$ cat src/rtl/cc_game_pkg.sv
// ---------------------------------------------------------------------------
// cc_game_pkg
// Shared definitions for the two-player LED-row ball game:
//   - game_state_e : SERVE / MOVE / POINT / GAMEOVER (2-bit encoding)
//   - DIR_L / DIR_R: ball travel toward bit DATAWIDTH-1 (player 1 end) or
//                    toward bit 0 (player 2 end)
//   - JUG1 / JUG2  : player identifiers, also used as indices into the
//                    per-player signal vectors in the top level
//   - window_open  : a comparator window is open when either active-low
//                    flag is asserted
// ---------------------------------------------------------------------------
package cc_game_pkg;

    typedef enum logic [1:0] {
        ST_SERVE    = 2'd0,
        ST_MOVE     = 2'd1,
        ST_POINT    = 2'd2,
        ST_GAMEOVER = 2'd3
    } game_state_e;

    localparam logic DIR_L = 1'b0;
    localparam logic DIR_R = 1'b1;

    localparam logic JUG1 = 1'b0;
    localparam logic JUG2 = 1'b1;

    function automatic logic window_open(input logic [1:0] flags_n);
        return (flags_n != 2'b11);
    endfunction

endpackage

$ cat src/rtl/cc_tickprescaler.sv
// ---------------------------------------------------------------------------
// cc_tickprescaler
// Prescaler for the ball step rate. Counts 0..period-1 and pulses tick_o for
// one cycle on the last count, after which the counter wraps to 0.
//
// Optional feature (macro CC_BALLCONTROLLER_SPEEDUP_EN):
//   defined   - the period is a register loaded with TICK_CYCLES at reset and
//               on reload_i; each speedup_i pulse shortens it by
//               max(TICK_CYCLES/8,1), never going below max(TICK_CYCLES/4,1).
//   undefined - fixed period TICK_CYCLES; reload_i / speedup_i are ignored.
//
// Ports:
//   clk_i      system clock
//   srst_i     synchronous active-high reset
//   clear_i    restart the count from 0 (asserted on every game-state entry)
//   reload_i   restore the base period (SERVE entry)
//   speedup_i  shorten the period (successful return)
//   tick_o     one-cycle step strobe
// ---------------------------------------------------------------------------
module cc_tickprescaler #(
    parameter int TICK_CYCLES = 25000000,
    parameter int TICK_WIDTH  = 25
) (
    input  logic clk_i,
    input  logic srst_i,
    input  logic clear_i,
    input  logic reload_i,
    input  logic speedup_i,
    output logic tick_o
);

    logic [TICK_WIDTH-1:0] cnt_q;
    logic [TICK_WIDTH-1:0] cnt_d;
    logic [TICK_WIDTH-1:0] last_count;

`ifdef CC_BALLCONTROLLER_SPEEDUP_EN
    localparam int STEP_I  = (TICK_CYCLES / 8 > 0) ? TICK_CYCLES / 8 : 1;
    localparam int FLOOR_I = (TICK_CYCLES / 4 > 0) ? TICK_CYCLES / 4 : 1;
    localparam logic [TICK_WIDTH-1:0] PERIOD_BASE = TICK_WIDTH'(TICK_CYCLES);
    localparam logic [TICK_WIDTH-1:0] PERIOD_STEP = TICK_WIDTH'(STEP_I);
    localparam logic [TICK_WIDTH-1:0] PERIOD_MIN  = TICK_WIDTH'(FLOOR_I);

    logic [TICK_WIDTH-1:0] period_q;
    logic [TICK_WIDTH-1:0] period_d;

    always_comb begin
        period_d = period_q;
        if (reload_i) begin
            period_d = PERIOD_BASE;
        end else if (speedup_i) begin
            // Compare before subtracting so the register never wraps.
            if (period_q >= PERIOD_MIN + PERIOD_STEP) begin
                period_d = period_q - PERIOD_STEP;
            end else begin
                period_d = PERIOD_MIN;
            end
        end
    end

    always_ff @(posedge clk_i) begin
        if (srst_i) begin
            period_q <= PERIOD_BASE;
        end else begin
            period_q <= period_d;
        end
    end

    assign last_count = period_q - TICK_WIDTH'(1);
`else
    logic unused_speed_ctrl;
    assign unused_speed_ctrl = reload_i | speedup_i;
    assign last_count        = TICK_WIDTH'(TICK_CYCLES - 1);
`endif

    assign tick_o = (cnt_q == last_count);

    always_comb begin
        cnt_d = cnt_q + TICK_WIDTH'(1);
        if (clear_i || tick_o) begin
            cnt_d = '0;
        end
    end

    always_ff @(posedge clk_i) begin
        if (srst_i) begin
            cnt_q <= '0;
        end else begin
            cnt_q <= cnt_d;
        end
    end

endmodule

$ cat src/rtl/cc_ballcontroller.sv
// ---------------------------------------------------------------------------
// cc_ballcontroller
// Game sequencer for the two-player LED-row ball game. Owns the one-hot ball
// register (LEDs + side comparators), steps it on the prescaled tick,
// reverses it on a valid hit, awards points and sequences
// SERVE -> MOVE -> POINT -> SERVE ... -> GAMEOVER.
//
// Ports:
//   CC_BALLCONTROLLER_CLOCK_50          system clock
//   CC_BALLCONTROLLER_RESET_InHigh      synchronous active-high reset
//   CC_BALLCONTROLLER_jug1Hit_InLow     player-1 button (low = pressed)
//   CC_BALLCONTROLLER_jug2Hit_InLow     player-2 button (low = pressed)
//   CC_BALLCONTROLLER_jug1Window_InLow  player-1 comparator flags, active low
//   CC_BALLCONTROLLER_jug2Window_InLow  player-2 comparator flags, active low
//   CC_BALLCONTROLLER_ball_OutBUS       one-hot ball position (zero in GAMEOVER)
//   CC_BALLCONTROLLER_score1_OutBUS     player-1 score
//   CC_BALLCONTROLLER_score2_OutBUS     player-2 score
//   CC_BALLCONTROLLER_gameOver_Out      high in GAMEOVER
//   CC_BALLCONTROLLER_winner_Out        0 = player 1, 1 = player 2
//
// Optional feature: CC_BALLCONTROLLER_SPEEDUP_EN (ball speeds up on each
// return; handled inside cc_tickprescaler).
// ---------------------------------------------------------------------------
module cc_ballcontroller
    import cc_game_pkg::*;
#(
    parameter int DATAWIDTH        = 8,
    parameter int TICK_CYCLES      = 25000000,
    parameter int TICK_WIDTH       = 25,
    parameter int SCORE_WIDTH      = 4,
    parameter int WIN_SCORE        = 5,
    parameter int POINT_HOLD_TICKS = 4
) (
    input  logic                   CC_BALLCONTROLLER_CLOCK_50,
    input  logic                   CC_BALLCONTROLLER_RESET_InHigh,
    input  logic                   CC_BALLCONTROLLER_jug1Hit_InLow,
    input  logic                   CC_BALLCONTROLLER_jug2Hit_InLow,
    input  logic [1:0]             CC_BALLCONTROLLER_jug1Window_InLow,
    input  logic [1:0]             CC_BALLCONTROLLER_jug2Window_InLow,
    output logic [DATAWIDTH-1:0]   CC_BALLCONTROLLER_ball_OutBUS,
    output logic [SCORE_WIDTH-1:0] CC_BALLCONTROLLER_score1_OutBUS,
    output logic [SCORE_WIDTH-1:0] CC_BALLCONTROLLER_score2_OutBUS,
    output logic                   CC_BALLCONTROLLER_gameOver_Out,
    output logic                   CC_BALLCONTROLLER_winner_Out
);

    localparam int HOLD_W = (POINT_HOLD_TICKS > 1) ? $clog2(POINT_HOLD_TICKS) : 1;
    localparam logic [HOLD_W-1:0]      HOLD_LAST = HOLD_W'(POINT_HOLD_TICKS - 1);
    localparam logic [SCORE_WIDTH-1:0] WIN       = SCORE_WIDTH'(WIN_SCORE);
    localparam logic [DATAWIDTH-1:0]   BALL_P1   = {1'b1, {(DATAWIDTH-1){1'b0}}};
    localparam logic [DATAWIDTH-1:0]   BALL_P2   = DATAWIDTH'(1);

    logic clk;
    logic srst;
    assign clk  = CC_BALLCONTROLLER_CLOCK_50;
    assign srst = CC_BALLCONTROLLER_RESET_InHigh;

    // Per-player vectors indexed by JUG1 / JUG2.
    logic [1:0] btn_n;
    logic [1:0] btn_q;
    logic [1:0] press;
    logic [1:0] win_open;

    assign btn_n = {CC_BALLCONTROLLER_jug2Hit_InLow, CC_BALLCONTROLLER_jug1Hit_InLow};

    always_ff @(posedge clk) begin
        if (srst) begin
            btn_q <= 2'b11;
        end else begin
            btn_q <= btn_n;
        end
    end

    for (genvar gi = 0; gi < 2; gi++) begin : g_player
        // Falling edge of the active-low button: one pulse per press.
        assign press[gi] = btn_q[gi] & ~btn_n[gi];
    end

    assign win_open[JUG1] = window_open(CC_BALLCONTROLLER_jug1Window_InLow);
    assign win_open[JUG2] = window_open(CC_BALLCONTROLLER_jug2Window_InLow);

    // One step in the given direction. A step that would leave the row
    // (only possible after a hit at the far end) keeps the ball in place so
    // the bus stays one-hot.
    function automatic logic [DATAWIDTH-1:0] ball_step(input logic [DATAWIDTH-1:0] b,
                                                        input logic dir);
        if (dir == DIR_L) begin
            return b[DATAWIDTH-1] ? b : (b << 1);
        end
        return b[0] ? b : (b >> 1);
    endfunction

    game_state_e            state_q, state_d;
    logic [DATAWIDTH-1:0]   ball_q, ball_d;
    logic                   dir_q, dir_d;
    logic                   server_q, server_d;
    logic [SCORE_WIDTH-1:0] score1_q, score1_d;
    logic [SCORE_WIDTH-1:0] score2_q, score2_d;
    logic                   winner_q, winner_d;
    logic                   hit_q, hit_d;
    logic [HOLD_W-1:0]      hold_q, hold_d;

    logic tick;
    logic returned;
    logic receiver;
    logic recv_press;
    logic at_recv_end;

    // The receiver is whoever owns the end the ball is heading for.
    assign receiver    = (dir_q == DIR_R) ? JUG2 : JUG1;
    assign recv_press  = press[receiver] & win_open[receiver];
    assign at_recv_end = (dir_q == DIR_R) ? ball_q[0] : ball_q[DATAWIDTH-1];

    always_comb begin
        state_d  = state_q;
        ball_d   = ball_q;
        dir_d    = dir_q;
        server_d = server_q;
        score1_d = score1_q;
        score2_d = score2_q;
        winner_d = winner_q;
        hit_d    = hit_q;
        hold_d   = hold_q;
        returned = 1'b0;

        unique case (state_q)
            ST_SERVE: begin
                if (press[server_q]) begin
                    state_d = ST_MOVE;
                    dir_d   = (server_q == JUG1) ? DIR_R : DIR_L;
                    hit_d   = 1'b0;
                end
            end

            ST_MOVE: begin
                if (tick) begin
                    hit_d = 1'b0;
                    // A press landing on the tick cycle still counts.
                    if (hit_q || recv_press) begin
                        dir_d    = ~dir_q;
                        ball_d   = ball_step(ball_q, ~dir_q);
                        returned = 1'b1;
                    end else if (!at_recv_end) begin
                        ball_d = ball_step(ball_q, dir_q);
                    end else begin
                        // Miss: opponent scores, the player who missed serves next.
                        if (receiver == JUG2) begin
                            score1_d = score1_q + SCORE_WIDTH'(1);
                        end else begin
                            score2_d = score2_q + SCORE_WIDTH'(1);
                        end
                        server_d = receiver;
                        hold_d   = '0;
                        state_d  = ST_POINT;
                    end
                end else if (recv_press) begin
                    hit_d = 1'b1;
                end
            end

            ST_POINT: begin
                if (tick) begin
                    if (hold_q == HOLD_LAST) begin
                        if (score1_q == WIN || score2_q == WIN) begin
                            state_d  = ST_GAMEOVER;
                            ball_d   = '0;
                            winner_d = (score2_q == WIN) ? JUG2 : JUG1;
                        end else begin
                            state_d = ST_SERVE;
                            ball_d  = (server_q == JUG1) ? BALL_P1 : BALL_P2;
                        end
                    end else begin
                        hold_d = hold_q + HOLD_W'(1);
                    end
                end
            end

            ST_GAMEOVER: begin
                // Frozen until reset.
            end

            default: begin
                state_d = ST_SERVE;
            end
        endcase
    end

    always_ff @(posedge clk) begin
        if (srst) begin
            state_q  <= ST_SERVE;
            ball_q   <= BALL_P1;
            dir_q    <= DIR_R;
            server_q <= JUG1;
            score1_q <= '0;
            score2_q <= '0;
            winner_q <= JUG1;
            hit_q    <= 1'b0;
            hold_q   <= '0;
        end else begin
            state_q  <= state_d;
            ball_q   <= ball_d;
            dir_q    <= dir_d;
            server_q <= server_d;
            score1_q <= score1_d;
            score2_q <= score2_d;
            winner_q <= winner_d;
            hit_q    <= hit_d;
            hold_q   <= hold_d;
        end
    end

    logic presc_clear;
    logic presc_reload;
    assign presc_clear  = (state_d != state_q);
    assign presc_reload = presc_clear && (state_d == ST_SERVE);

    cc_tickprescaler #(
        .TICK_CYCLES (TICK_CYCLES),
        .TICK_WIDTH  (TICK_WIDTH)
    ) u_prescaler (
        .clk_i     (clk),
        .srst_i    (srst),
        .clear_i   (presc_clear),
        .reload_i  (presc_reload),
        .speedup_i (returned),
        .tick_o    (tick)
    );

    assign CC_BALLCONTROLLER_ball_OutBUS   = ball_q;
    assign CC_BALLCONTROLLER_score1_OutBUS = score1_q;
    assign CC_BALLCONTROLLER_score2_OutBUS = score2_q;
    assign CC_BALLCONTROLLER_gameOver_Out  = (state_q == ST_GAMEOVER);
    assign CC_BALLCONTROLLER_winner_Out    = winner_q;

endmodule
$ cat config.mk
export PLATFORM = sky130hd
export DESIGN_NAME = cc_ballcontroller
export DESIGN_NICKNAME = d
export VERILOG_FILES = /design/src/rtl/cc_game_pkg.sv /design/src/rtl/cc_tickprescaler.sv /design/src/rtl/cc_ballcontroller.sv
export SDC_FILE = /design/constraint.sdc
export NUM_CORES = 1
export LEC_CHECK = 0
export CAP_MARGIN = 25
export CORE_MARGIN = 5
export CORE_UTILIZATION = 68
export DETAILED_ROUTE_END_ITERATION = 7
export DONT_BUFFER_PORTS = 1
export PLACE_DENSITY = 0.86
export SLEW_MARGIN = 20
export SYNTH_ARGS = -nofsm -noshare
export SYNTH_HDL_FRONTEND = slang
export SYNTH_SLANG_ARGS = --single-unit
$ cat constraint.sdc
create_clock -name CC_BALLCONTROLLER_CLOCK_50 -period 3.4 [get_ports CC_BALLCONTROLLER_CLOCK_50]
set_input_delay 1.02 -clock CC_BALLCONTROLLER_CLOCK_50 [delete_from_list [all_inputs] [get_ports CC_BALLCONTROLLER_CLOCK_50]]
set_output_delay 1.02 -clock CC_BALLCONTROLLER_CLOCK_50 [all_outputs]
set_load 0.02 [all_outputs]
---- Word-level counts from Yosys, hierarchy flattened ----
Cells that the tools add are included.
word-level totals
  word-level logic and storage cells ...... 114
  bits in registers ....................... 51
  memories kept ........................... 0
  latch bits .............................. 0
  input bits .............................. 8
  bits in writable memories ............... 0
  bits in read-only memories .............. 0
cells by class
  order comparisons ....................... 2
  shift operators ......................... 0
  bitwise operators ....................... 8
  reduce and logical (&&, ||, !) cells .... 15
  eq/ne operators ......................... 20
  div/mod/pow operators ................... 0
  mux-type cells .......................... 54
  $add $sub $neg .......................... 4
  multiply operators ...................... 0
operator list
  operator                                                                 count
  8-bit 2-to-1 mux                                                         13
  25-bit by 1-bit adder with 25-bit output, second input constant          1
  25-bit == test, second input constant                                    1
  1-bit 2-to-1 mux                                                         24
  2-bit 2-to-1 mux                                                         12
  2-bit inequality test, second input constant                             8
  8-bit one-hot mux with 2 select lines                                    1
  5-bit AND reduction                                                      3
  4-bit AND reduction                                                      3
  4-bit by 1-bit adder with 4-bit output, second input constant            2
  4-bit by 3-bit == test with 1-bit output, second input constant          2
  2-bit == test, second input constant                                     3
  2-bit one-hot mux with 3 select lines                                    1
  6-bit AND reduction                                                      1
  1-bit NOT                                                                5
  1-bit by 2-bit < comparator with 1-bit output, second input constant     2
  2-bit by 1-bit inequality test with 1-bit output, second input constant  2
  1-bit one-hot mux with 2 select lines                                    2
  2-bit one-hot mux with 2 select lines                                    1
  2-bit nonzero test                                                       2
  1-bit bitwise AND                                                        3
  1-bit logical OR                                                         3
  3-bit by 2-bit inequality test with 1-bit output, second input constant  1
  3-bit inequality test, second input constant                             1
  6 further kinds                                                          6

---- Depth between registers and ports, before layout ----
Gate-level depths: netlist of run 1.
  word-level depth ........................ 14
  depth in mapped cells ................... 8
  depth with buffers taken out ............ 8

---- By module ----
A second synthesis of run 1 with hierarchy kept.
second synthesis, totals
  cells, all modules ...................... 313
  area, all modules ....................... 2,658.8 um^2
modules (own cells, without submodules)
  module             times used  area each (um^2)  cells an instance
  cc_ballcontroller  1           1,483.9           182
  cc_tickprescaler   1           1,174.9           131

---- Worst setup path after synthesis of run 1 ----
OpenSTA, ideal clock, no wires.
  path type ............................... input to register
  start point ............................. input CC_BALLCONTROLLER_jug1Window_InLow[1]
  end point ............................... register ball_q[6], in the netlist CC_BALLCONTROLLER_ball_OutBUS[6]
  data required time ...................... 3.283 ns
  arrival ................................. 2.454 ns
  buffers on the path ..................... 2
  slack ................................... 0.829 ns
  stages .................................. 7
  cells stage by stage .................... nand2_1 -> a211oi_1 -> or3_1 -> buf_2 -> buf_1 -> o221ai_1 -> a22o_1
between the ends
  cells in the longest elaborated chain, start to end .. 8
  elaborated cells between the ends (all ways) .. 10
  those cells by class .................... 2 x eq/ne; 5 x mux; 1 x bitwise; 2 x reduce/logical
ends and longest elaborated chain
  item                                                     RTL line                  text
  from (decl)                                              cc_ballcontroller.sv:38   input logic [1:0] CC_BALLCONTROLLER_jug1Window_InLow,
  2-bit inequality test (*)                                cc_game_pkg.sv:28         return (flags_n != 2'b11);
  1-bit 2-to-1 mux (implied by the code) (*) (2 in a row)  cc_ballcontroller.sv:111  assign recv_press = press[receiver] & win_open[receiver];
  1-bit bitwise AND (*)                                    cc_ballcontroller.sv:111
  1-bit logical OR (*)                                     cc_ballcontroller.sv:139  if (hit_q || recv_press) begin
  8-bit 2-to-1 mux                                         cc_ballcontroller.sv:139
  8-bit 2-to-1 mux                                         cc_ballcontroller.sv:136  if (tick) begin
  8-bit one-hot mux with 2 select lines                    cc_ballcontroller.sv:126  unique case (state_q)
  to (signal assigned)                                     cc_ballcontroller.sv:201  ball_q <= ball_d;
  to (decl)                                                cc_ballcontroller.sv:94   logic [DATAWIDTH-1:0] ball_q, ball_d;
Mark *: on every way between the ends. The rest lies on a longest branch, timed or not. The select of a mux whose other input is x is not followed.
A chain may end at the register's enable or synchronous reset.

---- Worst setup path after layout of run 1 ----
  start point ............................. register u_prescaler.cnt_q[0]
  end point ............................... register ball_q[4], in the netlist CC_BALLCONTROLLER_ball_OutBUS[4]
between the ends
  cells in the longest elaborated chain, start to end .. 3
  elaborated cells between the ends (all ways) .. 4
  those cells by class .................... 3 x eq/ne; 1 x reduce/logical
ends and longest elaborated chain
  item                                                        RTL line                text
  from (decl)                                                 cc_tickprescaler.sv:32  logic [TICK_WIDTH-1:0] cnt_q;
  from (signal assigned)                                      cc_tickprescaler.sv:88  cnt_q <= cnt_d;
  25-bit == test (*)                                          cc_tickprescaler.sv:75  assign tick_o = (cnt_q == last_count);
  2-bit by 1-bit inequality test with 1-bit output (no line)  -
  5-bit AND reduction (no line) (*)                           -
Mark *: on every way between the ends. The rest lies on a longest branch, timed or not.

==> metrics.md, run 1 <==
| Metric | Value |
|---|---|
| Req. time, crit path | between 3000 and 4000 ps |
| Effective utilization at floorplan | a little under three quarters |
| Number of nets in the finished design | 334 |
| Number of diodes | 0 |
| Sink Count | roughly 50 |
| Number of synthesized flops with an enable pin | 0 |
| Ratio of final minimum period to clock period | around 75% |
| Worst vdd ir | 0.283 mV |
| Prevailing post-synth register cell | dfxtp_1 |
| Number of hold buffers added after cts | 0 |
| CTS tree | done |
| Max H-tree Level | 2 |
| DR vias | ~2200 |
| Post-synthesis cell type with the largest combined area | dfxtp_1 |
| Area growth from synthesis to final layout | 3.76% |
| Hold Path Class | reg2reg |
| Area of the die | 0.00532 mm2 |
| F_max | about 0.39 GHz |
| Synth cell count leaders | dfxtp_1, nor2_1, nand2_1, a21oi_1, xor2_1 |
| Endpoint of the worst setup timing path | CC_BALLCONTROLLER_ball_OutBUS[4]$_SDFFE_PP0P_ |
| I/O pin total | 26 |
| Setup repair after global routing missed its margin | no |
| Post-CTS clock slew at the launch and capture registers of the worst setup and hold paths | about 90 ps |
| Maximum fanout count along the critical path | 10 |
| Initial antenna violation count | 0 |
| Synthesized-area fraction occupied by ao, oa, aoi and oai cells | 12.9% |
| Start point of the critical path | u_prescaler.cnt_q[0]$_SDFF_PP0_ |
| Core utilization of the finished layout | between 70% and 80% |
| Post-route cell area | around 0.0028 mm2 |
| Total Neg Setup Slack | 0 ps |
| Hold depth | 1 |
| Worst clock skew on the final layout | around 11 ps |
| Area post-placement | around 0.0027 mm2 |
| Number of global-route vias before repair | approximately 2000 |
| Cell depth of the worst flop-to-flop path | 7 |
| TritonCTS buffer count | 5 |
| Power per Cell Area | around 360 mW/mm2 |
| Sum of routed wire length over all layers | between 5 and 6 mm |
| Reg-to-reg slack, setup | 840 ps |
| Clock insertion delay at the later pin of the skew report | roughly 310 ps |
| Share of final-layout standard cells stronger than drive strength 1 | a little under a tenth |
| Maximum Capacitance Violations | 0 |
| Worst endpoint data arrival time | approximately 2800 ps |
| Maximum number of buffers from clock root to sink | 2 |
| Fin. Hold Viols | 0 |
| Die X | ~73 um |
| Register area share after synthesis | between 30% and 40% |
| Endpoints failing setup | 0 |
| Initial detailed-routing violation count | 273 |
| Worst setup EP type | flip-flop |
| Maximum number of pins on one net before global-route repair | 26 |
| Global-route usage over all layers | around a fifth |
| Post-DR wirelength/cell | ~14 um |
| Die height | about 73 um |
| Final period demand of the worst path | 2560 ps |
| Mapped Cells | 323 |
| Post CTS Setup Buffer Count | 0 |
| Result of the run | complete, no violations |
| Number of storage elements in the synthesis netlist | 51 |
| Count of pins over their slew limit | 0 |
| Transition time at the pin with the least slew margin | between 600 and 700 ps |
| Mux contribution to synthesized area | less than 1% |
| First-pass GRT wire length | 8.87 mm |
| Syn nets | ~340 |
| Mean instance size in the synthesized netlist | about 8.3 um2 |
| Min setup slack post-route | between 800 and 900 ps |
| Main combinational cell family by area after synthesis | simple AND/OR/NAND/NOR gates |
| Post-Synth XOR/XNOR Area | about 8% |
| Pre-antenna DRT Iters | 5 |
| Ys async rst share | 0% |
| DP Wirelength | roughly 3.7 mm |
| Post-synthesis share of cell area spent on and, or, nand and nor gates | 33.3% |
| Cts repair resizes | 0 |
| Cell Area, Synth | approximately 0.0027 mm2 |
| Floorplan Core Area | roughly 0.0037 mm2 |
| Weighted congestion reported at the end of routability-driven placement | ~0.86 |
| Yosys synthesis warning count | 0 |
| Average vias per placed instance | about 6.0 |
| Number of nets still failing antenna checks after routing | 0 |
| Beginning of the worst register-to-register path | u_prescaler.cnt_q[0]$_SDFF_PP0_ |
| Cell with the most instances after synthesis | dfxtp_1 |
| Path type of the worst setup path | reg2reg |
| Dominant cells by area after synthesis | dfxtp_1, xor2_1, nor2_1 |
| Total power of the final layout | just over 1000 uW |
| Number of distinct library cells after synthesis | 52 |
| Post-place setup slack | 676 ps |
| Root Driver | clkbuf_8 |
| Global route total overflow | 0 |
| Crit Reg-Reg Endpoint | CC_BALLCONTROLLER_ball_OutBUS[4]$_SDFFE_PP0P_ |
| Kind of start point of the critical path | flip-flop |
| DRC violation count after routing | 0 |
| Top-area cell type share of the netlist area | between 30% and 40% |
| Standard-cell row count | 22 |
| Static Leak | 0.00101 uW |
| PortBufs | 0 |
| Adder and majority cell fraction of the synthesized area | roughly 2.8% |
| Relative slew slack | a little over half |
logic make-up after synthesis:
kind of cell	Yosys count
AOI/OAI and AO/OA	54
muxes	1
DFF	51
xor gates and xnor gates	25
buffers and inverters	28
and+or+nand+nor	158
adders and majority gates	6
area by class of cell:
| type | count | area, um2 |
|---|---|---|
| well taps | 48 | 60.1 |
| fillers | 280 | 950 |
| inverters | 15 | 56.3 |
| clock buffers | 6 | 82.6 |
| clock inverters | 1 | 5.00 |
| repair buffers | 3 | 22.5 |
| flip-flops and latches | 51 | 1020 |
| multi-input cells | 244 | 1550 |
worst min-delay path by stage:
| stage | start | end | slack (ps) |
|---|---|---|---|
| 4_1_cts | u_prescaler.cnt_q[0]$_SDFF_PP0_ | u_prescaler.cnt_q[0]$_SDFF_PP0_ | 460 |
| 5_1_grt | u_prescaler.cnt_q[0]$_SDFF_PP0_ | u_prescaler.cnt_q[0]$_SDFF_PP0_ | 490 |
| 2_1_floorplan | u_prescaler.cnt_q[0]$_SDFF_PP0_ | u_prescaler.cnt_q[0]$_SDFF_PP0_ | 420 |
| 3_5_place_dp | u_prescaler.cnt_q[0]$_SDFF_PP0_ | u_prescaler.cnt_q[0]$_SDFF_PP0_ | 450 |
| 3_3_place_gp | u_prescaler.cnt_q[0]$_SDFF_PP0_ | u_prescaler.cnt_q[0]$_SDFF_PP0_ | 430 |
| 6_report | u_prescaler.cnt_q[0]$_SDFF_PP0_ | u_prescaler.cnt_q[0]$_SDFF_PP0_ | 460 |
per-stage QoR:
step	hold slack, ps	instances
3_3_place_gp	434	361
2_1_floorplan	418	323
6_report	455	368
3_5_place_dp	447	361
4_1_cts	462	368
5_1_grt	492	368
layer usage:
metal	wire [um]	share of wire, %	vias up	track usage (%)
li1	-	-	1127	-
met1	2300	45	1002	26.7
met2	2420	47	62	32.4
met3	269	5.3	17	4.82
met4	133	2.6	0	10.7
met5	0	0	-	0
cells in the final DEF (no fill, tap or decap), types with 3 or more instances in the layout:
master	instances
clkbuf_8	6
dfxtp_1	51
nand4_1	8
and2_1	4
ha_1	6
or3_1	7
o311ai_1	4
a31oi_1	4
or2_2	4
a31o_2	5
nor2b_1	3
nand3_1	14
nor4_1	7
buf_4	3
nor2_1	48
nor3_1	4
a211oi_1	3
nor3b_1	3
o21ai_0	7
nor4_4	3
xor2_1	21
xnor2_1	4
nand2_1	33
a21oi_1	21
inv_1	15
worst max-delay path: stages, from the launching register on:
cell and delay, ps:
dfxtp_1 360, ha_1 210, and4_1 260, nand2_1 180, nor4_4 530, nor4b_4 590
o311ai_1 200, a21oi_1 160
registers in the layout, indices dropped and copies added (netlist names):
name                             cells
CC_BALLCONTROLLER_ball_OutBUS        8
CC_BALLCONTROLLER_score1_OutBUS      4
CC_BALLCONTROLLER_score2_OutBUS      4
CC_BALLCONTROLLER_winner_Out         1
btn_q                                2
dir_q                                1
hit_q                                1
hold_q                               2
server_q                             1
state_q                              2
u_prescaler.cnt_q                   25
report_power, final:
part	switching [uW]	internal, uW	total [uW]
logic	35.4	16.2	51.6
clock network	190	160	350
registers	5.26	602	608
(Power assumes the default switching activity.)
==> run 2, diff against run 1 <==
Settings changed: CORE_UTILIZATION 68 to 57, PLACE_DENSITY 0.86 to 0.77.
Clock period 3.4 ns to 2.1 ns, I/O delays scaled along.
==> metrics.md, run 2 (synthesis results as in run 1) <==
| Metric | Value |
|---|---|
| Setup repair after global routing missed its margin | yes |
| Path type of the worst setup path | reg2reg |
| Die X | 78.7 um |
| Worst setup EP type | flip-flop |
| Post-DR wirelength/cell | ~14 um |
| Req. time, crit path | 2310 ps |
| Relative slew slack | a little under three quarters |
| DRC violation count after routing | 0 |
| Endpoints failing setup | 0 |
| F_max | 0.481 GHz |
| Worst vdd ir | around 0.52 mV |
| Reg with most FFs | u_prescaler.cnt_q |
| Number of standard cells in the final layout excluding fillers | roughly 410 |
| PortBufs | 0 |
| Area of the die | between 0.006 and 0.007 mm2 |
| Number of nets still failing antenna checks after routing | 0 |
| Maximum fanout count along the critical path | 6 |
| Maximum number of buffers from clock root to sink | 2 |
| Total Neg Setup Slack | 0 ps |
| Cell type group with the largest total delay on the critical path | simple AND/OR/NAND/NOR gates |
| Result of the run | complete, no violations |
| Leading cell type in the layout, fill and taps excluded | dfxtp_1 |
| Root Driver | clkbuf_8 |
| Most frequent cells in the layout | dfxtp_1, nor2_1, buf_4, nand2_1, xor2_1 |
| Number of diodes | 0 |
| DP Wirelength | roughly 4.0 mm |
| Routed wl met3 | about 200 um |
| Die height | slightly below 80 um |
| Area growth from synthesis to final layout | 19.7% |
| Number of global-route vias before repair | about 2200 |
| Uppermost layer routed | met4 |
| Floorplan Core Area | 0.00466 mm2 |
| Max reg flops | 25 |
| Met1 routed wirelength after detailed routing | 2.57 mm |
| Maximum number of pins on one net before global-route repair | 26 |
| CTS tree | done |
| Power per Cell Area | 513 mW/mm2 |
| Static Leak | between 0.001 and 0.0015 uW |
| DR vias | 2376 |
| First-pass GRT wire length | 9.69 mm |
| TritonCTS buffer count | 5 |
| Standard-cell row count | 25 |
| Share of final-layout standard cells stronger than drive strength 1 | approximately 22% |
| Count of pins over their slew limit | 0 |
| Fin. Hold Viols | 0 |
| Max H-tree Level | 2 |
| Sink Count | between 50 and 60 |
| Highest-delay cell along the critical path | or4b_4 |
| Sum of routed wire length over all layers | around 6 mm |
| Slowest Stage Delay on Critical Path | 500 ps |
| Worst endpoint data arrival time | 2290 ps |
| Weighted congestion reported at the end of routability-driven placement | ~0.84 |
| Global route total overflow | 0 |
| Effective utilization at floorplan | between 50 and 60% |
| Worst clock skew on the final layout | about 14 ps |
| I/O pin total | 26 |
| Min Hold Slack | between 300 and 400 ps |
| Initial detailed-routing violation count | between 100 and 150 |
| Number of nets in the finished design | 373 |
| Kind of start point of the critical path | flip-flop |
| Met2 routed wirelength | ~3.0 mm |
| Initial antenna violation count | 0 |
| Final period demand of the worst path | 2080 ps |
| Ratio of final minimum period to clock period | between 90% and 100% |
| Global-route usage over all layers | between 10% and 20% |
| Crit path cell chain | ha_4 -> and4_4 -> nand2_4 -> or4b_4 -> nor4_4 -> buf_4 -> nor2_4 -> a22o_1 |
| Transition time at the pin with the least slew margin | between 400 and 500 ps |
| Post-CTS clock slew at the launch and capture registers of the worst setup and hold paths | about 90 ps |
| Pre-antenna DRT Iters | 5 |
| Clock insertion delay at the later pin of the skew report | 300 ps |
| Hold Path Class | in2reg |
| Average vias per placed instance | 5.74 |
| Number of buffer and inverter stages on the critical path | 1 |
| Maximum Capacitance Violations | 0 |
| Cell Count Post-Placement | approximately 400 |
-- run 2: routing by layer --
metal  GRT usage [%]  vias up
li1                -     1201
met1            21.7     1130
met2            35.1       38
met3            4.54        7
met4            6.47        0
met5               0        -
-- run 2: path summary, 6_finish.rpt --
check / startpoint / endpoint / slack [ps] / depth (start not counted)
worst max-delay path: u_prescaler.cnt_q[1]$_SDFF_PP0_ / CC_BALLCONTROLLER_ball_OutBUS[1]$_SDFFE_PP0P_ / 20 / 8
worst min-delay path: CC_BALLCONTROLLER_RESET_InHigh / CC_BALLCONTROLLER_score2_OutBUS[3]$_SDFFE_PP0P_ / 390 / 1
worst max register to register: u_prescaler.cnt_q[1]$_SDFF_PP0_ / CC_BALLCONTROLLER_ball_OutBUS[1]$_SDFFE_PP0P_ / 20 / 8
worst min register to register: hold_q[1]$_SDFFE_PP0P_ / hold_q[1]$_SDFFE_PP0P_ / 470 / 2
-- run 2: power breakdown --
group,internal (uW),switching (uW)
logic,55.1,69.8
clock network,235,310
registers,976,9.70
total,1270,390
-- run 2: area by class of cell --
| type | instances | area, um2 |
|---|---|---|
| multi-input cells | 244 | 1620 |
| repair buffers | 42 | 373 |
| well taps | 54 | 67.6 |
| clock inverters | 1 | 5.00 |
| inverters | 15 | 56.3 |
| clock buffers | 7 | 76.3 |
| flip-flops and latches | 51 | 1020 |
| fillers | 362 | 1440 |
-- run 2: stage by stage --
step / utilization [%] / setup slack, ps / power [uW] / cell area, um2
CTS: 66.3 / 20.1 / 1660 / 3090
global placement: 63.8 / -30.1 / 1110 / 2970
global route: 69.2 / -94.4 / 1720 / 3220
floorplan: - / 5.11 / 1090 / 2710
finish: 69.2 / 20.3 / 1660 / 3220
detailed placement: 63.8 / -66.2 / 1110 / 2970
-- run 2: timing repair --
| item | in CTS | in global routing |
|---|---|---|
| resized for setup | 3 | 13 |
| pin swaps | 1 | 6 |
| hold buffers | 0 | 0 |
| endpoints found under the setup margin | 7 | 16 |
| buffers inserted | 3 | 4 |
| cloned | 0 | 2 |
